## src/rtl/mc_ctrl_if.sv

```systemverilog
// mc_ctrl_if: opcode/handshake inputs and datapath control outputs of the multicycle control unit
// master: control FSM side (drives controls, reads op/mem_ready); slave: datapath side
interface mc_ctrl_if;
   logic [5:0] op;
   logic       mem_ready;
   logic       iord, irwrite, memwrite, regwrite, alusrca, extop;
   logic       pcwrite, branch, branch_ne, illegal;
   logic [1:0] memtoreg, regdst, alusrcb, pcsrc;
   logic [2:0] aluop;
   logic [3:0] state_o;
   modport master (
      input  op, mem_ready,
      output iord, irwrite, memwrite, memtoreg, regdst, regwrite, alusrca, alusrcb,
             aluop, extop, pcsrc, pcwrite, branch, branch_ne, illegal, state_o
   );
   modport slave (
      output op, mem_ready,
      input  iord, irwrite, memwrite, memtoreg, regdst, regwrite, alusrca, alusrcb,
             aluop, extop, pcsrc, pcwrite, branch, branch_ne, illegal, state_o
   );
endinterface

```

## src/rtl/mc_ctrl_fsm.sv

```systemverilog
// mc_ctrl_fsm: multicycle MIPS control FSM (fetch/decode/execute/memory/writeback, trap on illegal op)
// ports: clk, reset (sync, active-low), bus (mc_ctrl_if.master: op/mem_ready in, datapath controls + state_o out)
module mc_ctrl_fsm #(
   parameter bit ENABLE_BNE    = 1'b1,
   parameter bit ENABLE_JAL    = 1'b1,
   parameter bit MEM_HANDSHAKE = 1'b1
) (
   input logic       clk,
   input logic       reset,
   mc_ctrl_if.master bus
);
   typedef enum logic [3:0] {
      FETCH = 4'd0, DECODE = 4'd1, MEMADR = 4'd2, MEMRD = 4'd3, MEMWB = 4'd4,
      MEMWR = 4'd5, REXEC = 4'd6, RWB = 4'd7, BEQ = 4'd8, IEXEC = 4'd9,
      IWB = 4'd10, JUMP = 4'd11, BNE = 4'd12, JAL = 4'd13, TRAP = 4'd14
   } state_t;
   state_t     state_q, state_d;
   logic       rdy, imm_zext;
   logic [2:0] imm_aluop;
   always_comb begin
      rdy       = MEM_HANDSHAKE ? bus.mem_ready : 1'b1;
      imm_zext  = bus.op == 6'b001100 || bus.op == 6'b001101;
      imm_aluop = bus.op == 6'b001010 ? 3'b101 :
                  bus.op == 6'b001100 ? 3'b011 :
                  bus.op == 6'b001101 ? 3'b100 : 3'b000;
      state_d       = FETCH;
      bus.iord      = 1'b0;
      bus.irwrite   = 1'b0;
      bus.memwrite  = 1'b0;
      bus.memtoreg  = 2'b00;
      bus.regdst    = 2'b00;
      bus.regwrite  = 1'b0;
      bus.alusrca   = 1'b0;
      bus.alusrcb   = 2'b00;
      bus.aluop     = 3'b000;
      bus.extop     = 1'b0;
      bus.pcsrc     = 2'b00;
      bus.pcwrite   = 1'b0;
      bus.branch    = 1'b0;
      bus.branch_ne = 1'b0;
      bus.illegal   = 1'b0;
      // with reset low every output stays at its zero default and the FSM returns to FETCH
      if (reset) begin
         case (state_q)
            FETCH: begin
               bus.alusrcb = 2'b01;
               bus.irwrite = rdy;
               bus.pcwrite = rdy;
               state_d     = rdy ? DECODE : FETCH;
            end
            DECODE: begin
               bus.alusrcb = 2'b11;
               case (bus.op)
                  6'b000000:                                    state_d = REXEC;
                  6'b100011, 6'b101011:                         state_d = MEMADR;
                  6'b000100:                                    state_d = BEQ;
                  6'b000101:                                    state_d = ENABLE_BNE ? BNE : TRAP;
                  6'b001000, 6'b001010, 6'b001100, 6'b001101:   state_d = IEXEC;
                  6'b000010:                                    state_d = JUMP;
                  6'b000011:                                    state_d = ENABLE_JAL ? JAL : TRAP;
                  default:                                      state_d = TRAP;
               endcase
            end
            MEMADR: begin
               bus.alusrca = 1'b1;
               bus.alusrcb = 2'b10;
               state_d     = bus.op == 6'b101011 ? MEMWR : MEMRD;
            end
            MEMRD: begin
               bus.iord = 1'b1;
               state_d  = rdy ? MEMWB : MEMRD;
            end
            MEMWB: begin
               bus.regwrite = 1'b1;
               bus.memtoreg = 2'b01;
            end
            MEMWR: begin
               bus.iord     = 1'b1;
               bus.memwrite = 1'b1;
               state_d      = rdy ? FETCH : MEMWR;
            end
            REXEC: begin
               bus.alusrca = 1'b1;
               bus.aluop   = 3'b010;
               state_d     = RWB;
            end
            RWB: begin
               bus.regwrite = 1'b1;
               bus.regdst   = 2'b01;
            end
            IEXEC: begin
               bus.alusrca = 1'b1;
               bus.alusrcb = 2'b10;
               bus.aluop   = imm_aluop;
               bus.extop   = imm_zext;
               state_d     = IWB;
            end
            IWB: begin
               bus.regwrite = 1'b1;
               bus.aluop    = imm_aluop;
               bus.extop    = imm_zext;
            end
            BEQ, BNE: begin
               bus.alusrca   = 1'b1;
               bus.aluop     = 3'b001;
               bus.pcsrc     = 2'b01;
               bus.branch    = state_q == BEQ;
               bus.branch_ne = state_q == BNE;
            end
            JUMP: begin
               bus.pcsrc   = 2'b10;
               bus.pcwrite = 1'b1;
            end
            JAL: begin
               bus.pcsrc    = 2'b10;
               bus.pcwrite  = 1'b1;
               bus.regwrite = 1'b1;
               bus.regdst   = 2'b10;
               bus.memtoreg = 2'b10;
            end
            // TRAP and the unused code 15 hold until reset
            default: begin
               bus.illegal = 1'b1;
               state_d     = state_q;
            end
         endcase
      end
      bus.state_o = reset ? state_q : 4'd0;
   end
   always_ff @(posedge clk) state_q <= state_d;
endmodule

```

## src/flat_wrapper.sv

```systemverilog
// flat-port wrapper written by rule: the top's interface ports become plain ports
module mc_ctrl_fsm_flat 
#(
   parameter bit ENABLE_BNE    = 1'b1,
   parameter bit ENABLE_JAL    = 1'b1,
   parameter bit MEM_HANDSHAKE = 1'b1
)
  (clk, reset, bus_op, bus_mem_ready, bus_iord, bus_irwrite, bus_memwrite, bus_memtoreg, bus_regdst, bus_regwrite, bus_alusrca, bus_alusrcb, bus_aluop, bus_extop, bus_pcsrc, bus_pcwrite, bus_branch, bus_branch_ne, bus_illegal, bus_state_o);
  mc_ctrl_if bus_i ();
  input logic clk;
  input logic reset;
  input wire logic [$bits(bus_i.op)-1:0] bus_op;
  input wire logic [$bits(bus_i.mem_ready)-1:0] bus_mem_ready;
  output wire logic [$bits(bus_i.iord)-1:0] bus_iord;
  output wire logic [$bits(bus_i.irwrite)-1:0] bus_irwrite;
  output wire logic [$bits(bus_i.memwrite)-1:0] bus_memwrite;
  output wire logic [$bits(bus_i.memtoreg)-1:0] bus_memtoreg;
  output wire logic [$bits(bus_i.regdst)-1:0] bus_regdst;
  output wire logic [$bits(bus_i.regwrite)-1:0] bus_regwrite;
  output wire logic [$bits(bus_i.alusrca)-1:0] bus_alusrca;
  output wire logic [$bits(bus_i.alusrcb)-1:0] bus_alusrcb;
  output wire logic [$bits(bus_i.aluop)-1:0] bus_aluop;
  output wire logic [$bits(bus_i.extop)-1:0] bus_extop;
  output wire logic [$bits(bus_i.pcsrc)-1:0] bus_pcsrc;
  output wire logic [$bits(bus_i.pcwrite)-1:0] bus_pcwrite;
  output wire logic [$bits(bus_i.branch)-1:0] bus_branch;
  output wire logic [$bits(bus_i.branch_ne)-1:0] bus_branch_ne;
  output wire logic [$bits(bus_i.illegal)-1:0] bus_illegal;
  output wire logic [$bits(bus_i.state_o)-1:0] bus_state_o;
  assign bus_i.op = bus_op;
  assign bus_i.mem_ready = bus_mem_ready;
  assign bus_iord = bus_i.iord;
  assign bus_irwrite = bus_i.irwrite;
  assign bus_memwrite = bus_i.memwrite;
  assign bus_memtoreg = bus_i.memtoreg;
  assign bus_regdst = bus_i.regdst;
  assign bus_regwrite = bus_i.regwrite;
  assign bus_alusrca = bus_i.alusrca;
  assign bus_alusrcb = bus_i.alusrcb;
  assign bus_aluop = bus_i.aluop;
  assign bus_extop = bus_i.extop;
  assign bus_pcsrc = bus_i.pcsrc;
  assign bus_pcwrite = bus_i.pcwrite;
  assign bus_branch = bus_i.branch;
  assign bus_branch_ne = bus_i.branch_ne;
  assign bus_illegal = bus_i.illegal;
  assign bus_state_o = bus_i.state_o;
  mc_ctrl_fsm #(.ENABLE_BNE(ENABLE_BNE), .ENABLE_JAL(ENABLE_JAL), .MEM_HANDSHAKE(MEM_HANDSHAKE)) u_core (.clk(clk), .reset(reset), .bus(bus_i));
endmodule
```

## config.mk

```make
export PLATFORM = sky130hd
export DESIGN_NAME = mc_ctrl_fsm_flat
export DESIGN_NICKNAME = d
export VERILOG_FILES = /design/src/rtl/mc_ctrl_if.sv /design/src/rtl/mc_ctrl_fsm.sv /design/src/flat_wrapper.sv
export SDC_FILE = /design/constraint.sdc
export NUM_CORES = 1
export LEC_CHECK = 0
export BUFFER_PORTS_ARGS = -buffer_cell sky130_fd_sc_hd__buf_2
export CAP_MARGIN = 25
export CORE_MARGIN = 1
export CORE_UTILIZATION = 47
export DETAILED_ROUTE_END_ITERATION = 16
export PLACE_DENSITY = 0.77
export SLEW_MARGIN = 20
export SYNTH_ARGS = -nofsm -noshare
export SYNTH_HDL_FRONTEND = slang
export SYNTH_SLANG_ARGS = --single-unit
```

## constraint.sdc

```tcl
create_clock -name clk -period 3.4 [get_ports clk]
set_clock_uncertainty 0.15 [all_clocks]
set_input_delay 0 -clock clk [delete_from_list [all_inputs] [get_ports clk]]
set_output_delay 0 -clock clk [all_outputs]
set_load 0.01 [all_outputs]
```

-- Word-level counts from Yosys, hierarchy flattened
Index checks and enable logic that the tools add are counted.
W data, S select, Z words.
- $mul: 0
- bitwise operators: 0
- order comparisons: 0
- muxes and demuxes: 40
- shift-type cells: 0
- add/sub/neg operators: 0
- equality and inequality tests: 23
- reductions and logical operators: 15
- div/mod/pow operators: 0
- operators by type and width (cell ; count):
    $pmux W4 S8 ; 1
    $pmux W4 S7 ; 1
    $eq A4 B4 Y1 const B ; 6
    $eq A6 B4 Y1 const B ; 4
    $mux W3 ; 7
    $mux W1 ; 20
    $eq A4 B3 Y1 const B ; 4
    $reduce_or A14 Y1 ; 1
    $eq A6 B2 Y1 const B ; 2
    $eq A6 B3 Y1 const B ; 2
    $eq A6 B6 Y1 const B ; 2
    $pmux W2 S2 ; 3
    $reduce_or A2 Y1 ; 6
    $pmux W3 S3 ; 1
    $eq A4 B2 Y1 const B ; 2
    $mux W2 ; 4
    $reduce_bool A8 Y1 ; 1
    $reduce_or A4 Y1 ; 2
    $reduce_or A7 Y1 ; 1
    $logic_not A6 Y1 ; 1
    $pmux W2 S3 ; 1
    $reduce_or A5 Y1 ; 1
    $eq A4 B1 Y1 const B ; 1
    $logic_not A4 Y1 ; 1
    other kinds (3) ; 3
- input bits: 9
- logic and storage cells: 79
- flip-flop bits (word level): 4
- output and inout bits: 25
- memories kept: 0
- bits in latches: 0
- bits in writable memories: 0
- bits in read-only memories: 0

-- Depth between registers and ports, before layout
Gate-level depths: netlist of the first run.
- depth in word-level cells: 6
- mapped depth: 6
- mapped depth without buffers: 5

-- Worst setup path after synthesis of the first run
Ideal clock, no wire load.
- kind: register -> register
- from: register u_core.state_q[1]
- to: register u_core.state_q[2]
- cell stages (with the launch flop): 7
- setup slack: 2.028 ns
- data required time: 3.130 ns
- library setup time: 0.120 ns
- data arrival time: 1.103 ns
- clock period less this slack: 1.372 ns
- buffers on the path: 2
- cell sequence: dfxtp_1 > buf_4 > buf_4 > nor2_1 > a22oi_1 > o31ai_1 > a211o_1
- cells in the longest elaborated chain, start to end: 3
- elaborated cells between the ends (all ways): 17
- those cells by class: eq/ne (13); mux (1); reduce/logical (3)
- RTL lines (element ; line ; RTL):
    from (decl) ; mc_ctrl_fsm.sv:17 ; state_t state_q, state_d;
    from (signal assigned) ; mc_ctrl_fsm.sv:130 ; always_ff @(posedge clk) state_q <= state_d;
    $eq A4 B3 Y1 / $eq A4 B4 Y1 (equally long branches) ; mc_ctrl_fsm.sv:44 ; case (state_q)
    $reduce_or A7 Y1 (no line) ; - ;
    $pmux W4 S8 / $reduce_bool A8 Y1 (equally long branches) ; - ;
Parallel ways exist; a longest one is shown, timed or not.
A chain may end at the register's enable or synchronous reset.

-- Final worst setup path of the first run
- from: register u_core.state_q[2]
- to: output bus_aluop[0]
- cells in the longest elaborated chain, start to end: 4
- elaborated cells between the ends (all ways): 9
- those cells by class: eq/ne (5); mux (2); reduce/logical (2)
- RTL lines (element ; line ; RTL):
    $eq A4 B4 Y1 ; mc_ctrl_fsm.sv:44 ;
    $reduce_or A2 Y1 (on tied branches) ; - ;
    $pmux W3 S3 * ; mc_ctrl_fsm.sv:44 ;
    $mux W3 * ; mc_ctrl_fsm.sv:43 ; if (reset) begin
    to (decl) ; flat_wrapper.sv:22 ; output wire logic [$bits(bus_i.aluop)-1:0] bus_aluop;
Mark *: on every way between the ends. The rest lies on a longest branch, timed or not.

==> results.py, run 1 <==
metrics = {
    "flow_run": {
        "maxCapViolations": 0,
    },
    "logic_synthesis": {
        "yosysUniqueCellTypes": 45,
        "synth_nets": 126,
        "syn_inst": 117,
        "async_flop_share_pct": 0,
        "synth_warnings": 0,
        "syn_avg_cell_area_um2": 6.58,
        "synth_area_um2": 769,
        "synth_edf_count": 0,
        "synth-main-ff-cell": "dfxtp_1",
        "ys_ff_latch": 4,
        "yosysSeqAreaShare_pct": 10.4,
    },
    "timing": {
        "setup_viol": 0,
        "slew_headroom_pct": 54.6,
        "drv_slew": 0,
        "rsz0062_at_grt": "false",
        "fmax_mhz": 487,
        "period_minus_slack_ns": 2.05,
        "finalCritPeriodShare_pct": 60.4,
        "hold_viol_final": 0,
        "worst_pin_slew_ns": 0.680,
        "fin_tns_setup_ns": 0,
    },
    "die": {
        "std_cell_rows": 14,
        "coreArea_um2": 1520,
        "dieArea_um2": 1800,
        "die_w_um": 42.5,
        "die_y_um": 42.5,
        "start_util_pct": 50.5,
        "io_pins": 34,
    },
    "critical_path": {
        "end_kind": "output port",
        "startpoint_type": "flip-flop",
        "crit_type": "reg2out",
        "critical_path_required_ns": 3.25,
        "crit_fanout": 24,
        "critPathArrivalTime_ns": 1.90,
    },
    "drt": {
        "routed_wirelength_um": 2060,
        "route.vias.total": 965,
        "wl_per_cell_um": 13.0,
        "first_pass_iters": 4,
        "antenna_left": 0,
        "vias_per_cell": 6.11,
        "drc_errors": 0,
        "drt_iter0_drc": 41,
    },
    "power_and_ir_drop": {
        "p_total_uw": 293,
        "irDropWorstVdd_uv": 116,
        "leakage_nw": 0.454,
        "cellPowerDensity_nw_per_um2": 319,
    },
    "finish": {
        "drive_gt1_share_pct": 29.6,
        "largest_reg_flops": 4,
        "final_common_cell": "buf_2",
        "areaGrowthSynthToFinish_pct": 19.2,
        "regMostFlops": "u_core.state_q",
        "fin_nets": 153,
        "top_regs": "u_core.state_q (4)",
        "nFillCells": 162,
        "insertedDiodeCount": 0,
        "layout_common_cells": "33 x buf_2, 14 x nor2_1, 10 x nand2_1",
    },
    "global_routing": {
        "grt_pass1_wl_um": 3390,
        "gr-total-overflow": 0,
        "grtUsageTotal_pct": 24.0,
        "antenna_found_initial": 0,
        "grt_max_degree": 25,
        "grt_pass1_vias": 751,
    },
    "clocking": {
        "cts_sinks": 4,
        "h-tree-depth": 1,
        "post_cts_buffers": 0,
        "cts_buffers": 3,
        "cts_buffer_depth": 2,
        "cts_tree": "done",
        "path_clk_slew_ns": 0.04,
        "cts-root-buf": "clkbuf_4",
        "clock_latency_ns": 0.24,
    },
    "placed_design": {
        "globalplace.congestion": 0.857,
        "hpwl_um": 1510,
        "io_buffers": 33,
    },
    "min_path": {
        "hp-class": "in2reg",
    },
    "run_status": {
        "status": "finished clean",
    },
}
## what timing repair did
item,CTS,global route
hold endpoints to repair,1,0
hold buffers,1,0
resized for setup,0,0
## power by group
part	switching (mW)	total [mW]	internal, mW
combinational	0.0787	0.146	0.0670
clock	0.0210	0.0606	0.0396
sequential	0.0316	0.0863	0.0547
total	0.131	0.293	0.161
## layout make-up
type	instances	area (µm²)	share of cell area (%)
multi-input combinational	97	604	65.9
timing repair buffer	34	175	19.1
sequential	4	80.1	8.73
clock buffer	3	22.5	2.46
tap	16	20.0	2.18
inverter	4	15.0	1.64
## worst paths after layout
kind | slack, ns | cells after the start | end | start
worst min register to register | 0.50 | 2 | u_core.state_q[3] | u_core.state_q[0]
worst max-delay path | 1.35 | 5 | bus_aluop[0] | u_core.state_q[2]
worst max register to register | 1.61 | 4 | u_core.state_q[2] | u_core.state_q[2]
worst min-delay path | 0.06 | 5 | u_core.state_q[1] | bus_op[4]
## kinds of logic after synthesis
family | after synthesis | share of synthesized area (%)
compound gates | 29 | 27.2
xor+xnor | 4 | 4.55
buf+inv | 16 | 11.1
flops | 4 | 10.4
simple gates | 64 | 46.8
## routing by layer
layer / track usage [%] / part of all wire, %
met3: 1.29 / 5.9
met2: 38.5 / 49
met4: 9.38 / 1.7
met5: 0 / 0
met1: 33.6 / 44
## synthesized netlist by cell type, drive strengths merged, types with 3 or more instances
master   n  area (µm²)
clkbuf   3        11.3
o31ai    3        22.5
dfxtp    4        80.1
nor2b    5        38.8
and3     6        38.8
o211ai   4        30.0
inv      4        15.0
nand2   10        37.5
and2     5        32.5
buf      9        58.8
nand2b   3        18.8
nor2    14        52.6
xnor2    3        26.3
a21oi    5        25.0
nand3    6        30.0
## worst max-delay path: stages (launching register included)
cell and delay [ns]:
dfxtp_1 0.51, nand2b_1 0.31, nor2_1 0.21, o2111ai_1 0.20, o31ai_1 0.25, buf_2 0.16
## through the flow
stage	cell area, µm²	utilization, %	instances	setup slack, ns	hold WS (ns)
floorplan	769	-	117	2.03	0.0132
global placement	885	58.0	154	1.66	0.247
detailed placement	885	58.0	154	1.62	0.251
CTS	917	60.2	158	1.35	0.0597
global route	917	60.2	158	1.19	0.122
finish	917	60.2	158	1.35	0.0627
No activity file was read; power rests on OpenSTA's default activity.
==> inputs of run 2 (changes only) <==
CORE_UTILIZATION = 42   (was 47)
PLACE_DENSITY = 0.72   (was 0.77)
clock period = 1.7 ns   (was 3.4 ns; I/O delays follow)
==> run 2 against run 1 <==
  * The run now ends with negative hold slack left
  * Sequential cell count is the same
  * Die area increased by 11%
  * Via count is 0.62% lower
  * Worst hold slack lost 0.070 ns
  * Worst setup slack worse by 1.3 ns
  * Wire length increased by 2.0%
==> results.py, run 2 (synthesized netlist as in run 1, its figures left out) <==
metrics = {
    "drt": {
        "routed_wirelength_um": 2100,
        "drt_iter0_drc": 31,
        "drc_errors": 0,
        "vias_per_cell": 5.58,
        "route.vias.total": 959,
        "wl_per_cell_um": 12.2,
        "antenna_left": 0,
        "first_pass_iters": 4,
    },
    "global_routing": {
        "grt_pass1_wl_um": 3130,
        "antenna_found_initial": 0,
        "grtUsageTotal_pct": 20.9,
        "gr-total-overflow": 0,
        "grt_pass1_vias": 782,
        "grt_max_degree": 19,
    },
    "finish": {
        "stdcell_count": 172,
        "drive_gt1_share_pct": 38.1,
        "final_area_um2": 1000,
        "areaGrowthSynthToFinish_pct": 29.9,
        "largest_reg_flops": 4,
        "final_common_cell": "buf_2",
        "top_regs": "u_core.state_q (4)",
        "fin_nets": 158,
        "insertedDiodeCount": 0,
        "regMostFlops": "u_core.state_q",
        "layout_common_cells": "33 x buf_2, 13 x nor2_1, 10 x nand2_1",
    },
    "clocking": {
        "cts_buffer_depth": 2,
        "clock_latency_ns": 0.24,
        "path_clk_slew_ns": 0.04,
        "cts-root-buf": "clkbuf_4",
        "post_cts_buffers": 0,
        "cts_tree": "done",
        "cts_hold_buffers": 0,
        "cts_sinks": 4,
        "h-tree-depth": 1,
        "cts_buffers": 3,
    },
    "die": {
        "start_util_pct": 44.6,
        "die_w_um": 44.8,
        "coreArea_um2": 1730,
        "std_cell_rows": 15,
        "io_pins": 34,
        "dieArea_um2": 2010,
        "die_y_um": 44.8,
    },
    "run_status": {
        "violations": "negative hold slack",
        "status": "finished, violations left",
    },
    "placed_design": {
        "globalplace.congestion": 0.839,
        "hpwl_um": 1600,
        "place_area_um2": 941,
        "io_buffers": 33,
        "placed_cells_incl_taps": 169,
    },
    "timing": {
        "fmax_mhz": 617,
        "finalCritPeriodShare_pct": 95.3,
        "setup_viol": 0,
        "worst_pin_slew_ns": 0.284,
        "drv_slew": 0,
        "whs_ns": -0.00733,
        "slew_headroom_pct": 81.0,
        "period_minus_slack_ns": 1.62,
        "fin_tns_setup_ns": 0,
        "hold_viol_final": 1,
    },
    "critical_path": {
        "end_kind": "output port",
        "critical_path_required_ns": 1.55,
        "crit_type": "reg2out",
        "startpoint_type": "flip-flop",
        "crit_fanout": 12,
        "critPathArrivalTime_ns": 1.47,
    },
    "min_path": {
        "hp-class": "in2reg",
    },
    "power_and_ir_drop": {
        "irDropWorstVdd_uv": 343,
        "cellPowerDensity_nw_per_um2": 648,
        "leakage_nw": 0.486,
    },
    "flow_run": {
        "maxCapViolations": 0,
    },
}
run 2: where the power goes:
| part | switching [mW] | internal [mW] | leakage [nW] | total [mW] |
|---|---|---|---|---|
| clock network | 0.0440 | 0.0793 | 0.0138 | 0.123 |
| logic | 0.200 | 0.170 | 0.437 | 0.370 |
| registers | 0.0402 | 0.114 | 0.0350 | 0.154 |
run 2: area by class of cell:
type / instances / area [µm²]
fillers: 181 / 727
repair buffers: 39 / 214
multi-input cells: 97 / 627
flip-flops and latches: 4 / 90.1
clock buffers: 3 / 22.5
well taps: 25 / 31.3
inverters: 4 / 15.0
run 2: critical path, stage by stage, from the launching register on:
cell       delay, ns
dfxtp_4         0.38
buf_4           0.16
or3_1           0.31
o21ai_1         0.08
a2bb2oi_1       0.08
nor2b_1         0.11
buf_2           0.13
run 2: repair_timing:
action                                  4_1_cts  5_1_grt
endpoints found under the setup margin        7        2
gates resized for setup                       5        8
pin swaps                                     0        1
run 2: worst paths after layout:
path | start | endpoint | slack (ns) | cells after the start
worst min register to register | u_core.state_q[0] | u_core.state_q[3] | 0.40 | 2
worst min-delay path | reset | u_core.state_q[0] | -0.007 | 2
worst max-delay path | u_core.state_q[3] | bus_regwrite | 0.08 | 6
worst max register to register | u_core.state_q[2] | u_core.state_q[0] | 0.18 | 4
run 2: stage by stage:
| stage | worst slack [ns] | power [mW] | util, % |
|---|---|---|---|
| floorplan | 0.328 | 0.401 | - |
| finish | 0.0797 | 0.647 | 57.9 |
| global route | -0.00707 | 0.685 | 57.9 |
| global placement | 0.132 | 0.496 | 54.5 |
| detailed placement | 0.100 | 0.497 | 54.5 |
| CTS | 0.0180 | 0.628 | 56.6 |
run 2: routing by layer:
layer / part of all wire [%] / wire length [µm] / global-route usage (%)
met3: 5.8 / 121 / 4.00
met5: 0 / 0 / 0
met4: 2.6 / 55 / 10.9
met2: 49 / 1030 / 36.2
met1: 42 / 890 / 24.3
==> inputs of run 3 (changes only) <==
--- a/config.mk
+++ b/config.mk
@@ -9,7 +9,7 @@
 export CAP_MARGIN = 25
 export CORE_MARGIN = 1
-export CORE_UTILIZATION = 42
+export CORE_UTILIZATION = 47
 export DETAILED_ROUTE_END_ITERATION = 16
-export PLACE_DENSITY = 0.72
+export PLACE_DENSITY = 0.77
 export SLEW_MARGIN = 20
 export SYNTH_ARGS = -nofsm -noshare
==> constraint.sdc (replaced) <==
create_clock -name clk -period 2 [get_ports clk]
set_clock_uncertainty 0.15 [all_clocks]
set_input_delay 0.1 -clock clk [delete_from_list [all_inputs] [get_ports clk]]
set_output_delay 0.1 -clock clk [all_outputs]
set_load 0.01 [all_outputs]
==> run 3 against run 2 <==
  * Non-clock buffer count is 3 lower
  * The flow now finishes without violations
  * Sequential cell count stayed put
  * Register-to-register slack better by 0.21 ns
==> results.py, run 3 (synthesized netlist as in run 1, its figures left out) <==
metrics = {
    "clocking": {
        "cts_hold_buffers": 0,
        "h-tree-depth": 1,
        "clock_latency_ns": 0.24,
        "cts_tree": "done",
        "cts-root-buf": "clkbuf_4",
        "cts_resized": 0,
        "cts_buffer_depth": 2,
        "cts_buffers": 3,
        "cts_sinks": 4,
        "post_cts_buffers": 0,
        "path_clk_slew_ns": 0.04,
    },
    "min_path": {
        "hp-class": "in2reg",
    },
    "critical_path": {
        "crit_start": "u_core.state_q[1]",
        "crit_fanout": 12,
        "crit_type": "reg2out",
        "r2r_slack_ns": 0.39,
        "path_cells": "and2b_1, o2111ai_1, o31ai_1, buf_2",
        "end_kind": "output port",
        "r2r-end": "u_core.state_q[2]",
        "rr_worst_depth": 5,
        "max_stage_delay_ns": 0.56,
        "reg2reg_from": "u_core.state_q[2]",
        "cp_slowest_cell": "dfxtp_1",
        "critPathArrivalTime_ns": 1.64,
        "critical_path_required_ns": 1.75,
        "startpoint_type": "flip-flop",
        "cp-endpoint": "bus_aluop[0]",
    },
    "timing": {
        "period_minus_slack_ns": 1.89,
        "rsz0062_at_grt": "false",
        "worst_pin_slew_ns": 0.404,
        "fmax_mhz": 529,
        "worst_slack_ns": 0.110,
        "hold_viol_final": 0,
        "slew_headroom_pct": 73.0,
        "setup_viol": 0,
        "whs_ns": 0.105,
        "finalCritPeriodShare_pct": 94.5,
        "fin_tns_setup_ns": 0,
        "drv_slew": 0,
    },
    "drt": {
        "drt_iter0_drc": 20,
        "wl_per_cell_um": 12.7,
        "route.vias.total": 926,
        "vias_per_cell": 5.79,
        "first_pass_iters": 5,
        "antenna_left": 0,
        "drc_errors": 0,
        "routed_wirelength_um": 2030,
    },
    "power_and_ir_drop": {
        "p_seq_share_pct": 24.2,
        "p_total_uw": 506,
        "irDropWorstVdd_uv": 201,
        "pwr-share-comb_pct": 56.1,
        "cellPowerDensity_nw_per_um2": 543,
        "internal_power_uw": 284,
        "swShare_pct": 43.9,
        "p_clk_share_pct": 19.7,
        "power_switching_uw": 222,
        "leakage_nw": 0.466,
    },
    "finish": {
        "largest_reg_flops": 4,
        "top_regs": "u_core.state_q (4)",
        "stdcell_count": 160,
        "fin_nets": 155,
        "drive_gt1_share_pct": 31.9,
        "regMostFlops": "u_core.state_q",
        "final_common_cell": "buf_2",
        "areaGrowthSynthToFinish_pct": 21.1,
        "final_area_um2": 932,
        "postLayoutCoreUtil_pct": 61.2,
        "insertedDiodeCount": 0,
        "layout_common_cells": "33 x buf_2, 13 x nor2_1, 10 x nand2_1",
    },
    "placed_design": {
        "globalplace.congestion": 0.849,
        "io_buffers": 33,
        "placed_cells_incl_taps": 157,
        "post-place-ws_ns": 0.372,
        "place_area_um2": 907,
        "hpwl_um": 1510,
    },
    "die": {
        "start_util_pct": 50.5,
        "dieArea_um2": 1800,
        "io_pins": 34,
        "die_w_um": 42.5,
        "die_y_um": 42.5,
        "std_cell_rows": 14,
        "coreArea_um2": 1520,
    },
    "global_routing": {
        "grt_pass1_vias": 742,
        "grt_pass1_wl_um": 3210,
        "grt_max_degree": 20,
        "gr-total-overflow": 0,
        "antenna_found_initial": 0,
        "grtUsageTotal_pct": 22.4,
    },
    "run_status": {
        "status": "finished clean",
    },
    "flow_run": {
        "maxCapViolations": 0,
    },
}
run 3: cell count changes in the layout (fill, tap and decap cells not counted), sizes merged:
cell	before	now
buf	39	36
run 3: cell type report:
cell class,instances,area [µm²]
Inverter,4,15.0
Sequential cell,4,80.1
Tap cell,16,20.0
Timing Repair Buffer,36,188
Clock buffer,3,22.5
Multi-Input combinational cell,97,607
Fill cell,154,592
run 3: how the worst min path moves through the flow:
stage	start	end	depth (start not counted)
global placement	reset	u_core.state_q[0]	2
floorplan	bus_mem_ready	bus_irwrite	1
CTS	reset	u_core.state_q[0]	2
detailed placement	reset	u_core.state_q[0]	2
global route	reset	u_core.state_q[0]	2
finish	reset	u_core.state_q[0]	2
run 3: critical path, delay by kind of cell (launching register included):
family          cells  cell delay (ns)
compound gates      2             0.43
buf+inv             1             0.16
flops               1             0.56
simple gates        1             0.25
run 3: power by group through the flow:
stage	clock network [mW]	registers [mW]	logic [mW]
3_5_place_dp	0	0.122	0.280
2_1_floorplan	0	0.101	0.240
5_1_grt	0.105	0.125	0.313
3_3_place_gp	0	0.122	0.276
6_report	0.0998	0.123	0.284
4_1_cts	0.102	0.121	0.282
run 3: metal layers:
layer | GRT usage, % | share of wire (%) | up-vias
li1 | - | - | 481
met1 | 29.2 | 47 | 411
met2 | 36.9 | 47 | 32
met3 | 2.59 | 4.6 | 2
met4 | 9.38 | 0.84 | 0
met5 | 0 | 0 | -
